[src/rtl/wb_write_queue_if.sv]
// Writeback request / regfile write-port bundle for wb_write_queue.
// slave = the queue itself, master = the MEM/WB producer plus regfile/decode side.
interface wb_write_queue_if #(
   parameter int DATA_W = 16,
   parameter int ADDR_W = 4
);
   logic                 in_valid_i;
   logic                 in_ready_o;
   logic [ADDR_W-1:0]    in_addr_i;
   logic [DATA_W-1:0]    in_data_i;
   logic                 hold_i;
   logic                 wEnable_o;
   logic [ADDR_W-1:0]    wAddr_o;
   logic [DATA_W-1:0]    wData_o;
   logic [2**ADDR_W-1:0] busy_o;
   logic                 empty_o;
   logic [ADDR_W-1:0]    fwd_addr_i;
   logic                 fwd_hit_o;
   logic [DATA_W-1:0]    fwd_data_o;

   modport slave (
      input  in_valid_i, in_addr_i, in_data_i, hold_i, fwd_addr_i,
      output in_ready_o, wEnable_o, wAddr_o, wData_o, busy_o, empty_o,
             fwd_hit_o, fwd_data_o
   );

   modport master (
      output in_valid_i, in_addr_i, in_data_i, hold_i, fwd_addr_i,
      input  in_ready_o, wEnable_o, wAddr_o, wData_o, busy_o, empty_o,
             fwd_hit_o, fwd_data_o
   );
endinterface

[src/rtl/wb_write_queue.sv]
// In-order writeback FIFO feeding the regfile write port, with a per-register
// pending-write scoreboard. Define WB_FWD_EN to build the forwarding lookup.
module wb_write_queue #(
   parameter int DATA_W = 16,
   parameter int ADDR_W = 4,
   parameter int DEPTH  = 4
) (
   input logic clk,
   input logic rst,
   wb_write_queue_if.slave bus
);
   localparam int NREG = 2**ADDR_W;
   localparam int PW   = $clog2(DEPTH);
   localparam int CW   = $clog2(DEPTH+1);
   localparam int PCW  = $clog2(DEPTH+2);

   logic [ADDR_W-1:0] mem_addr_q [DEPTH];
   logic [ADDR_W-1:0] mem_addr_d [DEPTH];
   logic [DATA_W-1:0] mem_data_q [DEPTH];
   logic [DATA_W-1:0] mem_data_d [DEPTH];
   logic [PW-1:0]     wr_ptr_q, wr_ptr_d;
   logic [PW-1:0]     rd_ptr_q, rd_ptr_d;
   logic [CW-1:0]     count_q, count_d;
   logic              wen_q, wen_d;
   logic [ADDR_W-1:0] waddr_q, waddr_d;
   logic [DATA_W-1:0] wdata_q, wdata_d;
   logic              ret_v_q, ret_v_d;
   logic [ADDR_W-1:0] ret_a_q, ret_a_d;
   logic [PCW-1:0]    pend_q [NREG];
   logic [PCW-1:0]    pend_d [NREG];

   logic              ready;
   logic              accept;
   logic              push;
   logic              pop;

   assign ready  = (count_q < CW'(DEPTH));
   assign accept = bus.in_valid_i & ready;
   assign push   = accept & (bus.in_addr_i != '0);
   // An empty FIFO pops the entry being pushed this cycle directly.
   assign pop    = ~bus.hold_i & ((count_q != '0) | push);

   always_comb begin
      mem_addr_d = mem_addr_q;
      mem_data_d = mem_data_q;
      wr_ptr_d   = wr_ptr_q;
      rd_ptr_d   = rd_ptr_q;
      count_d    = count_q + CW'(push) - CW'(pop);
      wen_d      = pop;
      waddr_d    = waddr_q;
      wdata_d    = wdata_q;
      ret_v_d    = wen_q;
      ret_a_d    = waddr_q;
      if (push) begin
         mem_addr_d[wr_ptr_q] = bus.in_addr_i;
         mem_data_d[wr_ptr_q] = bus.in_data_i;
         wr_ptr_d             = wr_ptr_q + PW'(1);
      end
      if (pop) begin
         rd_ptr_d = rd_ptr_q + PW'(1);
         if (count_q == '0) begin
            waddr_d = bus.in_addr_i;
            wdata_d = bus.in_data_i;
         end else begin
            waddr_d = mem_addr_q[rd_ptr_q];
            wdata_d = mem_data_q[rd_ptr_q];
         end
      end
   end

   // Retire lags the port by one cycle so busy covers the regfile forward window.
   always_comb begin
      for (int unsigned r = 0; r < NREG; r++) begin
         pend_d[r] = pend_q[r]
                   + PCW'(push && (bus.in_addr_i == ADDR_W'(r)))
                   - PCW'(ret_v_q && (ret_a_q == ADDR_W'(r)));
      end
   end

   always_ff @(posedge clk) begin
      mem_addr_q <= mem_addr_d;
      mem_data_q <= mem_data_d;
      if (rst) begin
         wr_ptr_q <= '0;
         rd_ptr_q <= '0;
         count_q  <= '0;
         wen_q    <= 1'b0;
         waddr_q  <= '0;
         wdata_q  <= '0;
         ret_v_q  <= 1'b0;
         ret_a_q  <= '0;
         for (int unsigned r = 0; r < NREG; r++) pend_q[r] <= '0;
      end else begin
         wr_ptr_q <= wr_ptr_d;
         rd_ptr_q <= rd_ptr_d;
         count_q  <= count_d;
         wen_q    <= wen_d;
         waddr_q  <= waddr_d;
         wdata_q  <= wdata_d;
         ret_v_q  <= ret_v_d;
         ret_a_q  <= ret_a_d;
         pend_q   <= pend_d;
      end
   end

   always_comb begin
      for (int unsigned r = 0; r < NREG; r++) bus.busy_o[r] = (pend_q[r] != '0);
      bus.busy_o[0] = 1'b0;
   end

   assign bus.in_ready_o = ready;
   assign bus.wEnable_o  = wen_q;
   assign bus.wAddr_o    = waddr_q;
   assign bus.wData_o    = wdata_q;
   assign bus.empty_o    = (count_q == '0) & ~wen_q;

`ifdef WB_FWD_EN
   logic [PW-1:0] idx;

   // Walk oldest to newest so the youngest match overwrites older ones.
   always_comb begin
      bus.fwd_hit_o  = 1'b0;
      bus.fwd_data_o = '0;
      idx            = '0;
      if (bus.fwd_addr_i != '0) begin
         if (wen_q && (waddr_q == bus.fwd_addr_i)) begin
            bus.fwd_hit_o  = 1'b1;
            bus.fwd_data_o = wdata_q;
         end
         for (int unsigned i = 0; i < DEPTH; i++) begin
            idx = rd_ptr_q + PW'(i);
            if ((CW'(i) < count_q) && (mem_addr_q[idx] == bus.fwd_addr_i)) begin
               bus.fwd_hit_o  = 1'b1;
               bus.fwd_data_o = mem_data_q[idx];
            end
         end
      end
   end
`else
   logic unused_fwd_addr;
   assign unused_fwd_addr = ^bus.fwd_addr_i;
   assign bus.fwd_hit_o   = 1'b0;
   assign bus.fwd_data_o  = '0;
`endif
endmodule

[src/flat_wrapper.sv]
// flat-port wrapper written by rule: the top's interface ports become plain ports
module wb_write_queue_flat 
#(
   parameter int DATA_W = 16,
   parameter int ADDR_W = 4,
   parameter int DEPTH  = 4
)
  (clk, rst, bus_in_valid_i, bus_in_addr_i, bus_in_data_i, bus_hold_i, bus_fwd_addr_i, bus_in_ready_o, bus_wEnable_o, bus_wAddr_o, bus_wData_o, bus_busy_o, bus_empty_o, bus_fwd_hit_o, bus_fwd_data_o);
  wb_write_queue_if #(.DATA_W(DATA_W), .ADDR_W(ADDR_W)) bus_i ();
  input logic clk;
  input logic rst;
  input wire logic [$bits(bus_i.in_valid_i)-1:0] bus_in_valid_i;
  input wire logic [$bits(bus_i.in_addr_i)-1:0] bus_in_addr_i;
  input wire logic [$bits(bus_i.in_data_i)-1:0] bus_in_data_i;
  input wire logic [$bits(bus_i.hold_i)-1:0] bus_hold_i;
  input wire logic [$bits(bus_i.fwd_addr_i)-1:0] bus_fwd_addr_i;
  output wire logic [$bits(bus_i.in_ready_o)-1:0] bus_in_ready_o;
  output wire logic [$bits(bus_i.wEnable_o)-1:0] bus_wEnable_o;
  output wire logic [$bits(bus_i.wAddr_o)-1:0] bus_wAddr_o;
  output wire logic [$bits(bus_i.wData_o)-1:0] bus_wData_o;
  output wire logic [$bits(bus_i.busy_o)-1:0] bus_busy_o;
  output wire logic [$bits(bus_i.empty_o)-1:0] bus_empty_o;
  output wire logic [$bits(bus_i.fwd_hit_o)-1:0] bus_fwd_hit_o;
  output wire logic [$bits(bus_i.fwd_data_o)-1:0] bus_fwd_data_o;
  assign bus_i.in_valid_i = bus_in_valid_i;
  assign bus_i.in_addr_i = bus_in_addr_i;
  assign bus_i.in_data_i = bus_in_data_i;
  assign bus_i.hold_i = bus_hold_i;
  assign bus_i.fwd_addr_i = bus_fwd_addr_i;
  assign bus_in_ready_o = bus_i.in_ready_o;
  assign bus_wEnable_o = bus_i.wEnable_o;
  assign bus_wAddr_o = bus_i.wAddr_o;
  assign bus_wData_o = bus_i.wData_o;
  assign bus_busy_o = bus_i.busy_o;
  assign bus_empty_o = bus_i.empty_o;
  assign bus_fwd_hit_o = bus_i.fwd_hit_o;
  assign bus_fwd_data_o = bus_i.fwd_data_o;
  wb_write_queue #(.DATA_W(DATA_W), .ADDR_W(ADDR_W), .DEPTH(DEPTH)) u_core (.clk(clk), .rst(rst), .bus(bus_i));
endmodule
[config.mk]
export PLATFORM = sky130hd
export DESIGN_NAME = wb_write_queue_flat
export DESIGN_NICKNAME = d
export VERILOG_FILES = /design/src/rtl/wb_write_queue_if.sv /design/src/rtl/wb_write_queue.sv /design/src/flat_wrapper.sv
export SDC_FILE = /design/constraint.sdc
export NUM_CORES = 1
export LEC_CHECK = 0
export CAP_MARGIN = 40
export CORE_MARGIN = 4
export CORE_UTILIZATION = 50
export CTS_CLUSTER_SIZE = 12
export DETAILED_ROUTE_END_ITERATION = 7
export PLACE_DENSITY = 0.74
export SLEW_MARGIN = 5
export SYNTH_ARGS = -nofsm -noshare
export SYNTH_HDL_FRONTEND = slang
export SYNTH_SLANG_ARGS = --single-unit
[constraint.sdc]
create_clock -name clk -period 2.1 [get_ports clk]
set_input_delay 0.315 -clock clk [delete_from_list [all_inputs] [get_ports clk]]
set_output_delay 0.315 -clock clk [all_outputs]
set_load 0.01 [all_outputs]
==> results.toml <==
[route]
detail-route-antenna-nets = 0
drt_pre_antenna_iters = 5
drc = 0
vias_per_cell = 5.17
routed_wl_um = 14000
vias = 4310
drt_iter0_markers = 286
wl_per_cell_um = 16.9

[floorplanning]
die_h_um = 126
die_x_um = 126
pin_count = 84
core_area_sq_um = 13500
initial_utilization_pct = 52.0
die_area_sq_um = 15900
fp-row-count = 42

[sta]
timing.final.crit_share_pct = 105
fmax_mhz = 455
tightestPinTransition_ps = 587
slew_viol_final = 0
min_period_ps = 2200
rsz0062_at_grt = "yes"
finalClockSkew_ps = 9.68
holdWs_ps = 393
setup-violations-final = 5
postLayoutSetupSlackWorst_ps = -97.7
slew_headroom_pct = 60.9
hold_violations = 0

[setup_path]
cpPeakStageDelay_ps = 430
worst_ep_arrival_time_ps = 2480
r2r_start = "u_core.ret_a_q[3]"
critPathLaunchType = "flop"
ff2ff_setup_slack_ps = -100
crit_chain = "or3b_4 -> nor2_4 -> ha_4 -> inv_4 -> ha_4 -> inv_2 -> fa_2 -> xor2_2 -> xnor2_1 -> nor2_1"
crit_top_cell = "ha_4"
cp.required_ps = 2380
crit_type = "reg2reg"
critPathMaxFanout = 4
worst-path-buf-inv = 2
crit_start = "u_core.ret_a_q[3]"
crit_family = "adder cells"
slowest_stage = "or3b_4"
critPathCaptureType = "flop"

[grt]
grt_pass1_wl_um = 22800
grt_overflow = 0
grt_start_max_net_pins = 44
first_global_vias = 4523
antenna_found_initial = 3
grt_util_all_layers_pct = 18.5

[logic_synthesis]
synth_cell_type_count = 34
synth_area_per_cell_sq_um = 12.6
muxShareOfSynthArea_pct = 6.75
synth_cells = 556
ys_warn_count = 0
ys_seq_area_share_pct = 56.7
synth_top_family_by_area = "simple AND/OR/NAND/NOR gates"
synth-seq-cells = 158
synth-simple-area-share_pct = 12.7
synth-xor-area-share_pct = 4.13
syn_area_sq_um = 6990
synth_compound_area_share_pct = 2.04
synthAdderAreaFrac_pct = 11.0

[hold_path]
worstHoldStart = "rst"
worstHoldPathType = "in2reg"

[pwr]
p_int_w = 0.00630
clock_power_share_pct = 33.3
p_switching_w = 0.00236
powerDensity_nw_per_um2 = 989
peakVddDrop_mv = 0.887
seqPwrFrac_pct = 44.0
combPwrFrac_pct = 22.7
p_leak_nw = 3.36
swShare_pct = 27.2

[cts]
ctsLongestPathBuffers = 2
cts_buffers = 17
clk_latency_ps = 420
clkSlewWorstSetupHoldPaths_ps = 60
cts_tree = "built"
clock_sinks = 158
cts_setup_buffers = 0
root_buffer = "clkbuf_16"
h-tree-depth = 4
cts_hold_buf = 0

[place]
numPortBuffers = 61
gp_congestion = 0.831
hpwl_um = 9400
dp_slack_ps = -680

[job]
maxCapViolCount = 0

[status]
outcome = "complete, but fails checks"
violations = "negative setup slack"

[finish]
drive_gt1_share_pct = 21.2
final_nets = 723
area_delta_synth_final_pct = 25.3
==> metal layers <==
| layer | share of wire (%) | global-route usage, % | up-vias | wire [um] |
|---|---|---|---|---|
| li1 | - | - | 2035 | - |
| met1 | 41 | 21.7 | 2152 | 5720 |
| met2 | 53 | 32.7 | 102 | 7430 |
| met3 | 5.1 | 5.72 | 17 | 715 |
| met4 | 1.2 | 5.49 | 4 | 163 |
| met5 | 0.14 | 0 | - | 20 |
==> Yosys cell counts, drive strengths merged <==
master  instances  area, sq um
nand3b          4         30.0
mux4           20          462
o21ai           1         5.00
fa             16          320
or3b            2         17.5
buf            30          218
conb            1         3.75
edfxtp         80         2400
or2             2         12.5
inv            56          210
ha             36          450
nor4            2         27.5
xor2            9         78.8
o22ai          21          138
and2            5         31.3
dfxtp          78         1560
xnor2          24          210
nor2b          30          188
nand3           3         15.0
or3            15         93.8
nor3           28          145
mux2i           1         10.0
nand2b          6         37.5
clkbuf          9         33.8
nor2           74          278
nand2           3         11.3
==> kinds of logic (layout without fill, tap and decap cells) <==
kind of cell    count (synthesis)  after routing
buf+inv                        95            178
fa+ha+maj                      52             52
other cells                     1             19
compound gates                 22             22
simple gates                  174            174
flops                         158            158
xor+xnor                       33             33
mux                            21             21
==> power by group through the flow <==
| stage | clock, W | sequential (W) | combinational, W |
|---|---|---|---|
| floorplan | 0 | 0.00387 | 0.00115 |
| global placement | 0 | 0.00383 | 0.00189 |
| detailed placement | 0 | 0.00385 | 0.00194 |
| CTS | 0.00295 | 0.00380 | 0.00198 |
| global route | 0.00309 | 0.00384 | 0.00215 |
| finish | 0.00288 | 0.00381 | 0.00197 |
==> per-stage QoR <==
step / cells / power [W] / util [%] / setup TNS (ps) / area, sq um
final: 833 / 0.00866 / 65.1 / -198 / 8760
after global routing: 833 / 0.00909 / 65.1 / -1490 / 8760
after CTS: 832 / 0.00872 / 64.0 / -328 / 8610
after detailed placement: 800 / 0.00579 / 59.3 / -21380 / 7970
after global placement: 800 / 0.00572 / 59.3 / -17050 / 7970
after floorplan: 573 / 0.00501 / - / -132 / 7110
==> placed cells by master, fill, tap and decap left out, types with 15 or more instances in the layout <==
master            n
dfxtp_1          71
conb_1           18
o22ai_1          20
nor3_1           24
nor2b_1          29
xnor2_1          19
clkdlybuf4s50_1  54
buf_4            22
nor2_1           66
clkbuf_16        17
ha_1             27
edfxtp_1         80
or3_1            15
inv_1            51
mux4_2           17
==> registers in the layout, indices dropped and copies added (netlist names), 2 cells and up <==
name                flops
u_core.wr_ptr_q         2
u_core.count_q          3
u_core.bus.wAddr_o      4
u_core.mem_addr_q      16
u_core.mem_data_q      64
u_core.pend_q          45
u_core.bus.wData_o     16
u_core.ret_a_q          4
u_core.rd_ptr_q         2
==> repair_timing <==
| action | in CTS | in global routing |
|---|---|---|
| hold endpoints to repair | 0 | 0 |
| pin swaps | 11 | 31 |
| gates resized for setup | 28 | 38 |
| setup endpoints to repair | 16 | 17 |
==> path summary, 6_finish.rpt <==
check,to,cells past startpoint
worst max-delay path,u_core.pend_q[44],10
worst min-delay path,u_core.pend_q[44],2
worst max register to register,u_core.pend_q[44],10
worst min register to register,u_core.ret_a_q[3],1
==> layout make-up <==
| class | instances | area [sq um] |
|---|---|---|
| antenna | 1 | 2.50 |
| clock buffer | 20 | 447 |
| clock inverter | 12 | 113 |
| fill | 995 | 4690 |
| inverter | 56 | 213 |
| multi-input combinational | 320 | 2890 |
| sequential | 158 | 3980 |
| tap | 176 | 220 |
| timing repair buffer | 90 | 895 |
Power figures use the tool's default switching activity.
